--- src/rtl/tdm_demux8.sv ---
// tdm_demux8: receive end of an 8-channel TDM link. Recovers slot alignment
// from fsync and demuxes the serial stream into a registered 8-channel frame.
// Ports: clk, rst_n (async, active low), en (sample strobe), din, fsync,
//   q (channel k at q[k*DATA_W +: DATA_W]), frame_valid, sel, locked, sync_err
//   and parity_err when TDM_DEMUX_PARITY_EN is defined.
// Optional: TDM_DEMUX_PARITY_EN adds a 9th even-parity slot and parity_err.
module tdm_demux8 #(
   parameter int DATA_W          = 1,
   parameter int SYNC_LOSS_LIMIT = 2
) (
   input  logic                  clk,
   input  logic                  rst_n,
   input  logic                  en,
   input  logic [DATA_W-1:0]     din,
   input  logic                  fsync,
   output logic [8*DATA_W-1:0]   q,
   output logic                  frame_valid,
`ifdef TDM_DEMUX_PARITY_EN
   output logic [3:0]            sel,
   output logic                  parity_err,
`else
   output logic [2:0]            sel,
`endif
   output logic                  locked,
   output logic                  sync_err
);

`ifdef TDM_DEMUX_PARITY_EN
   localparam int SEL_W = 4;
   localparam logic [SEL_W-1:0] LAST = 4'd8;
`else
   localparam int SEL_W = 3;
   localparam logic [SEL_W-1:0] LAST = 3'd7;
`endif
   localparam logic [2:0] LIMIT = 3'(SYNC_LOSS_LIMIT);

   typedef enum logic {HUNT, LOCKED} state_t;

   state_t                state_q, state_d;
   logic [SEL_W-1:0]      sel_q, sel_d;
   logic [8*DATA_W-1:0]   shadow_q, shadow_d;
   logic [8*DATA_W-1:0]   q_q, q_d;
   logic [2:0]            miss_q, miss_d;
   logic [2:0]            miss_inc;
   logic                  fv_q, fv_d;
   logic                  serr_q, serr_d;
   logic                  bad;
`ifdef TDM_DEMUX_PARITY_EN
   logic                  perr_q, perr_d;
`endif

   always_comb begin
      state_d  = state_q;
      sel_d    = sel_q;
      shadow_d = shadow_q;
      q_d      = q_q;
      miss_d   = miss_q;
      fv_d     = 1'b0;
      serr_d   = 1'b0;
`ifdef TDM_DEMUX_PARITY_EN
      perr_d   = 1'b0;
`endif
      miss_inc = miss_q + 3'd1;
      // A sync check fails when fsync is missing at slot 0 or appears elsewhere.
      bad      = (sel_q == '0) ? !fsync : fsync;
      if (en) begin
         unique case (state_q)
            HUNT: begin
               if (fsync) begin
                  shadow_d[0 +: DATA_W] = din;
                  sel_d   = SEL_W'(1);
                  miss_d  = 3'd0;
                  state_d = LOCKED;
               end
            end
            LOCKED: begin
               if (bad) begin
                  serr_d = 1'b1;
                  miss_d = miss_inc;
                  if (miss_inc >= LIMIT) begin
                     state_d = HUNT;
                     sel_d   = '0;
                  end else begin
                     // Drop the partial frame; this sample starts a new one.
                     shadow_d              = '0;
                     shadow_d[0 +: DATA_W] = din;
                     sel_d                 = SEL_W'(1);
                  end
               end else begin
                  if (sel_q == '0) miss_d = 3'd0;
                  for (int k = 0; k < 8; k++) begin
                     if (sel_q == SEL_W'(k)) shadow_d[k*DATA_W +: DATA_W] = din;
                  end
                  if (sel_q == LAST) begin
                     sel_d = '0;
                     fv_d  = 1'b1;
`ifdef TDM_DEMUX_PARITY_EN
                     q_d    = shadow_q;
                     perr_d = (^shadow_q) != din[0];
`else
                     q_d    = shadow_d;
`endif
                  end else begin
                     sel_d = sel_q + SEL_W'(1);
                  end
               end
            end
            default: state_d = HUNT;
         endcase
      end
   end

   always_ff @(posedge clk or negedge rst_n) begin
      if (!rst_n) begin
         state_q  <= HUNT;
         sel_q    <= '0;
         shadow_q <= '0;
         q_q      <= '0;
         miss_q   <= 3'd0;
         fv_q     <= 1'b0;
         serr_q   <= 1'b0;
`ifdef TDM_DEMUX_PARITY_EN
         perr_q   <= 1'b0;
`endif
      end else begin
         state_q  <= state_d;
         sel_q    <= sel_d;
         shadow_q <= shadow_d;
         q_q      <= q_d;
         miss_q   <= miss_d;
         fv_q     <= fv_d;
         serr_q   <= serr_d;
`ifdef TDM_DEMUX_PARITY_EN
         perr_q   <= perr_d;
`endif
      end
   end

   assign q           = q_q;
   assign frame_valid = fv_q;
   assign sel         = sel_q;
   assign locked      = (state_q == LOCKED);
   assign sync_err    = serr_q;
`ifdef TDM_DEMUX_PARITY_EN
   assign parity_err  = perr_q;
`endif

endmodule

--- config.mk ---
export PLATFORM = sky130hd
export DESIGN_NAME = tdm_demux8
export DESIGN_NICKNAME = d
export VERILOG_FILES = /design/src/rtl/tdm_demux8.sv
export SDC_FILE = /design/constraint.sdc
export NUM_CORES = 1
export LEC_CHECK = 0
export CAP_MARGIN = 20
export CORE_UTILIZATION = 48
export CTS_BUF_LIST = sky130_fd_sc_hd__clkbuf_16
export CTS_CLUSTER_SIZE = 24
export DETAILED_ROUTE_END_ITERATION = 6
export PLACE_DENSITY = 0.71
export SLEW_MARGIN = 20
export SYNTH_ARGS = -nofsm -noshare
export SYNTH_HDL_FRONTEND = slang
export SYNTH_SLANG_ARGS = --single-unit
--- constraint.sdc ---
create_clock -name clk -period 1.8 [get_ports clk]
set_clock_uncertainty 0.2 [all_clocks]
set_input_delay 0.36 -clock clk [delete_from_list [all_inputs] [get_ports clk]]
set_output_delay 0.36 -clock clk [all_outputs]
set_load 0.005 [all_outputs]
==> flow_summary.toml <==
[timing]
report.final.slew_viol_count = 0
grt_setup_unrepaired = "true"
max_slew.worst_pin.slew_ps = 365
min_cycle_time_layout_ps = 1900
achievable_frequency_ghz = 0.526
timing_hold_violations_final = 0
fin_crit_sh = 1.06
slew_headroom = 0.755
hold_ws_ps = 259
fin_ws_ps = -99.4
setup_viol = 10

[synth]
synth_top_flop_cell = "sky130_fd_sc_hd__dfrtp_1"
yosys_warnings = 0
synthArstFlopShare = 1.00
syn_avg_cell_area_um2 = 10.6
synthesized_netlist_cell_count = 128
synth-edff-count = 0
ys_seq_area_frac = 0.444
post_synthesis_cell_area_um2 = 1350
synthesized_net_count = 141
post_synth_num_cell_types = 36
yosys_register_bits = 24

[cts]
postCtsHoldBufs = 0
tritoncts = "yes"
ctsHtreeMaxLevel = 1
worst_skew_late_latency_ps = 250
clk_sink_count = 24
clock-root-buffer = "sky130_fd_sc_hd__clkbuf_16"
cts_inserted_buffers = 3
clkSlewWorstSetupHoldPaths_ps = 60
clk_path_buf_depth = 2

[finish]
area.growth.synth_to_final_pct = 49.8
design_area_um2 = 2030
antenna_cells_inserted = 0
final_layout_size_suffix_gt1_frac = 0.377
nets = 197
instances_no_fill = 213

[drt]
drc = 0
dr.pass1.iters = 4
finalWirelength_mm = 3.30
num_vias = 1174
via_per_inst = 5.51
starting_drt_drc_count = 20
wl_per_cell_um = 15.5
detail-route-antenna-nets = 0

[floorplan]
die_h_um = 55.1
boundaryPins = 19
die_extent_in_x_um = 55.1
row_count = 18
die_area_um2 = 3030
floorplan.initialDensity = 0.527
placeableCoreArea_um2 = 2570

[worst_setup_path]
critPathRequiredTime_ps = 1740
cp_data_arrival_time_ps = 1840
critical_path.max_fanout = 7
critPathKind = "flip-flop to flip-flop"
cp-end-kind = "flip-flop"
crit_path_start_kind = "flip-flop"

[placed_design]
gp_congestion = 0.818
place_worst_setup_slack_ps = -208
place.port_buffers = 18
hpwl_after_detailed_placement_mm = 2.21
place_area_um2 = 1800
place.detailed.instances = 199

[status]
failed_checks = "negative setup slack"
run_status = "complete, but fails checks"

[power]
max-vdd-ir-drop_mv = 1.09
cellLeakagePower_uw = 0.000971
p_per_area_nw_per_um2 = 1680
power_uw = 3390

[global_routing]
global_route.overflow_total = 0
grt_first_pass_wirelength_mm = 5.08
first_global_vias = 1087
grt_util_all_layers = 0.241
antenna_found_initial = 0
largest_net_degree_at_the_start_of_global_routing = 25

[hold_path]
hold_path_class = "input port to asynchronous set/reset pin"

[job]
max-cap-violations = 0
## what timing repair did
item / 4_1_cts / 5_1_grt
cloned: 0 / 0
gates resized for setup: 7 / 13
endpoints found under the setup margin: 19 / 21
pin swaps: 2 / 7
buffers inserted: 6 / 6
## power by group
part	total (uW)	switching [uW]	internal (uW)
Sequential	866	145	722
Clock	627	185	442
Combinational	1900	828	1070
## per-stage QoR
step | setup TNS, ps | util
after floorplan | -753 | -
after global placement | -1730 | 0.702
after detailed placement | -2330 | 0.702
after CTS | -891 | 0.757
after global routing | -1290 | 0.789
final | -723 | 0.789
## placed cells by master, fill, tap and decap left out, drive strengths merged, types with 2 or more instances in the layout
cell type,count
mux2i,5
xnor2,2
o21ai,5
nand2,13
clkbuf,3
o2bb2ai,5
dfrtp,24
inv,10
a21oi,7
and3,2
ha,8
dlygate4sd2,2
nand2b,2
a21boi,3
nor2,2
mux2,8
o211ai,2
nand4b,2
a31oi,7
clkdlybuf4s50,14
nor2b,3
buf,41
dlymetal6s2s,2
## critical path, cell delays in order, from the launching register on
cell and delay, ps:
sky130_fd_sc_hd__dfrtp_2 450, sky130_fd_sc_hd__inv_4 90, sky130_fd_sc_hd__ha_4 140, sky130_fd_sc_hd__nor2b_4 170, sky130_fd_sc_hd__xnor2_2 130, sky130_fd_sc_hd__and3_4 300, sky130_fd_sc_hd__mux2_4 310
## worst paths after layout
| check | from | endpoint | slack (ps) | depth (start not counted) |
|---|---|---|---|---|
| worst max-delay path | sel[0] | q[1] | -100 | 6 |
| worst min-delay path | rst_n | q[6] | 260 | 2 |
| worst max register to register | sel[0] | q[1] | -100 | 6 |
| worst min register to register | shadow_q[3] | shadow_q[3] | 290 | 1 |
| max in group asynchronous | rst_n | sel[0] | 880 | 2 |
| min in group clk | shadow_q[3] | shadow_q[3] | 290 | 1 |
## state kept, by name (all words and copies together) (netlist names)
name	count
frame_valid	1
shadow_q	7
sel	3
sync_err	1
miss_q	3
locked	1
q	8
## cells by family (layout without fill, tap and decap cells)
logic type / count (synthesis) / count (layout) / share of synthesized area
compound gates: 33 / 33 / 0.159
xor+xnor: 3 / 3 / 0.0305
fa+ha+maj: 8 / 8 / 0.0740
buf+inv: 18 / 73 / 0.0601
flops: 24 / 24 / 0.444
mux: 13 / 13 / 0.117
simple gates: 29 / 29 / 0.115
## synth_stat cells (2+ instances only)
library cell,n,area share
sky130_fd_sc_hd__buf_2,2,0.0074
sky130_fd_sc_hd__nor2b_1,2,0.0092
sky130_fd_sc_hd__nor2_1,2,0.0056
sky130_fd_sc_hd__o21ai_1,4,0.015
sky130_fd_sc_hd__a21boi_0,3,0.017
sky130_fd_sc_hd__and3_1,2,0.0092
sky130_fd_sc_hd__ha_1,8,0.074
sky130_fd_sc_hd__mux2i_1,5,0.037
sky130_fd_sc_hd__nand2_1,13,0.036
sky130_fd_sc_hd__inv_1,10,0.028
sky130_fd_sc_hd__mux2_4,5,0.056
sky130_fd_sc_hd__a21oi_1,7,0.026
sky130_fd_sc_hd__nand4b_1,2,0.013
sky130_fd_sc_hd__clkbuf_1,4,0.011
sky130_fd_sc_hd__dfrtp_1,24,0.44
sky130_fd_sc_hd__o211ai_1,2,0.011
sky130_fd_sc_hd__xnor2_2,2,0.024
sky130_fd_sc_hd__a31oi_1,7,0.032
sky130_fd_sc_hd__o2bb2ai_1,5,0.032
sky130_fd_sc_hd__mux2_2,2,0.017
sky130_fd_sc_hd__nand2b_1,2,0.0092
## routing by layer
metal | share of wire | track usage
met5 | 0 | 0
met4 | 0.0051 | 0.0750
met3 | 0.033 | 0.0328
met2 | 0.47 | 0.382
met1 | 0.49 | 0.340
## area by class of cell
| class | instances | area (um2) |
|---|---|---|
| multi-input combinational | 86 | 726 |
| sequential | 24 | 603 |
| fill | 165 | 542 |
| timing repair buffer | 59 | 514 |
| clock buffer | 3 | 75.1 |
| inverter | 10 | 40.0 |
| tap | 30 | 37.5 |
| clock inverter | 1 | 30.0 |
(Power assumes the default switching activity.)
==> RTL edit, RTL diff (same settings) <==
`q_q` no longer has a reset.
--- a/src/rtl/tdm_demux8.sv
+++ b/src/rtl/tdm_demux8.sv
@@ -115,7 +115,6 @@
          state_q  <= HUNT;
          sel_q    <= '0;
          shadow_q <= '0;
-         q_q      <= '0;
          miss_q   <= 3'd0;
          fv_q     <= 1'b0;
          serr_q   <= 1'b0;
@@ -126,7 +125,6 @@
          state_q  <= state_d;
          sel_q    <= sel_d;
          shadow_q <= shadow_d;
-         q_q      <= q_d;
          miss_q   <= miss_d;
          fv_q     <= fv_d;
          serr_q   <= serr_d;
@@ -134,6 +132,10 @@
          perr_q   <= perr_d;
 `endif
       end
+   end
+
+   always_ff @(posedge clk) begin
+      q_q <= q_d;
    end
 
    assign q           = q_q;
Formal check against the unedited RTL: differs if rst_n is asserted again (counterexample within 10 cycles, from zero or initial values and one cycle with rst_n low); with rst_n held inactive, the same outputs for 10 cycles.
==> RTL edit against the original RTL <==
  * The run still ends with setup timing left
  * Critical path depth is 1 lower
  * Clock power decreased by 23%
  * Via count decreased by 15%
  * Routed wire length decreased by 15%
  * Worst setup slack got worse by 20 ps
  * Sequential cell count up 1
  * Sequential power is 1% lower
  * Synthesized area increased by 3.1%
  * Final area fell by 6.2%
  * Power decreased by 22%
  * Largest cell class unchanged
==> RTL edit: results (changes against the original RTL) <==
* Status: finished, violations left
* Failing checks: setup timing
* Library cells used by synthesis at 38 (+5.6%)
* Clock power share at 0.182 (-0.003)
* Internal Power at 0.00178 W (-20%)
* Met3 WL at 68 um (-38%)
* Final WS setup at -120 ps (-20.2 ps)
* Met2 Usage GRT at 0.336 (-0.0459)
* Drt wl/cell at 14.9 um (-4.2%)
* Critical path's slowest cell: dfrtp_1
* Crit path largest cell delay at 430 ps (-20 ps)
* Total track usage at 0.199 (-0.0427)
* Post-synthesis compound-gate area fraction at 0.0853 (-0.0738)
* Pre-CTS WS at -309 ps (-101 ps)
* Register area share after synthesis at 0.478 (+0.0335)
* Layout cell share with drive strength beyond 1 at 0.401 (+0.0242)
* Post-DP HPWL at 1.94 mm (-12%)
* DR vias at 1000 (-15%)
* Async SR Flop Fraction at 0.680 (-0.320)
* Post-synth top cells: dfrtp_1, nand2_1, inv_1
* Largest net degree at the start of global routing at 18 (-28%)
* Slew @ Worst Pin at 440 ps (+74.9 ps)
* Critical-path maximum fanout at 8 (+1)
* P_seq at 0.000854 W (-1%)
* Post-Synth XOR/XNOR Area at 0.0323 (+0.00179)
* # diodes at 0 (unchanged)
* Synth top area cells: dfrtp_1, edfxtp_1, mux2_4
* Post-DP Area at 0.00175 mm2 (-2.6%)
* Post-CTS Setup Inserts at 3 (-3)
* Syn Nets at 129 (-8.5%)
* Met2 wire len at 1.33 mm (-14%)
* Final Setup Violations at 16 (+6)
* GR Util met3 at 0.0326 (-0.000229)
* Post-cts gate resize count at 11 (+4)
* Iteration-0 DRC Markers at 14 (-30%)
* Synth Area in Adders at 0.0718 (-0.00219)
* Met1 usage at 0.264 (-0.0758)
* Met1 WL at 1.36 mm (-17%)
* CP arrival at 1860 ps (+20 ps)
* Mux share of post-synthesis cell area at 0.143 (+0.0252)
* RePlAce Congestion at 0.807 (-1.4%)
* Worst setup path start: miss_q[0]
RTL edit: how the worst min path moves through the flow:
stage	startpoint	to	cells after the start	slack, ps
after floorplan	rst_n	frame_valid	0	-140
after global placement	miss_q[1]	miss_q[1]	2	290
after detailed placement	shadow_q[0]	shadow_q[0]	1	300
after CTS	rst_n	shadow_q[1]	2	250
after global routing	rst_n	shadow_q[2]	2	260
final	rst_n	shadow_q[6]	2	240
RTL edit: final cells by class:
class | instances | area, um2
Sequential cell | 25 | 668
Timing Repair Buffer | 40 | 348
Tap cell | 31 | 38.8
Inverter | 9 | 33.8
Multi-Input combinational cell | 79 | 732
Fill cell | 209 | 858
Clock buffer | 3 | 75.1
Clock inverter | 1 | 3.75
RTL edit: through the flow:
step / TNS (ps) / utilization / instances
after floorplan: -1930 / - / 116
after global placement: -4400 / 0.636 / 181
after detailed placement: -5030 / 0.636 / 181
after CTS: -905 / 0.683 / 188
after global routing: -2280 / 0.689 / 188
final: -871 / 0.689 / 188
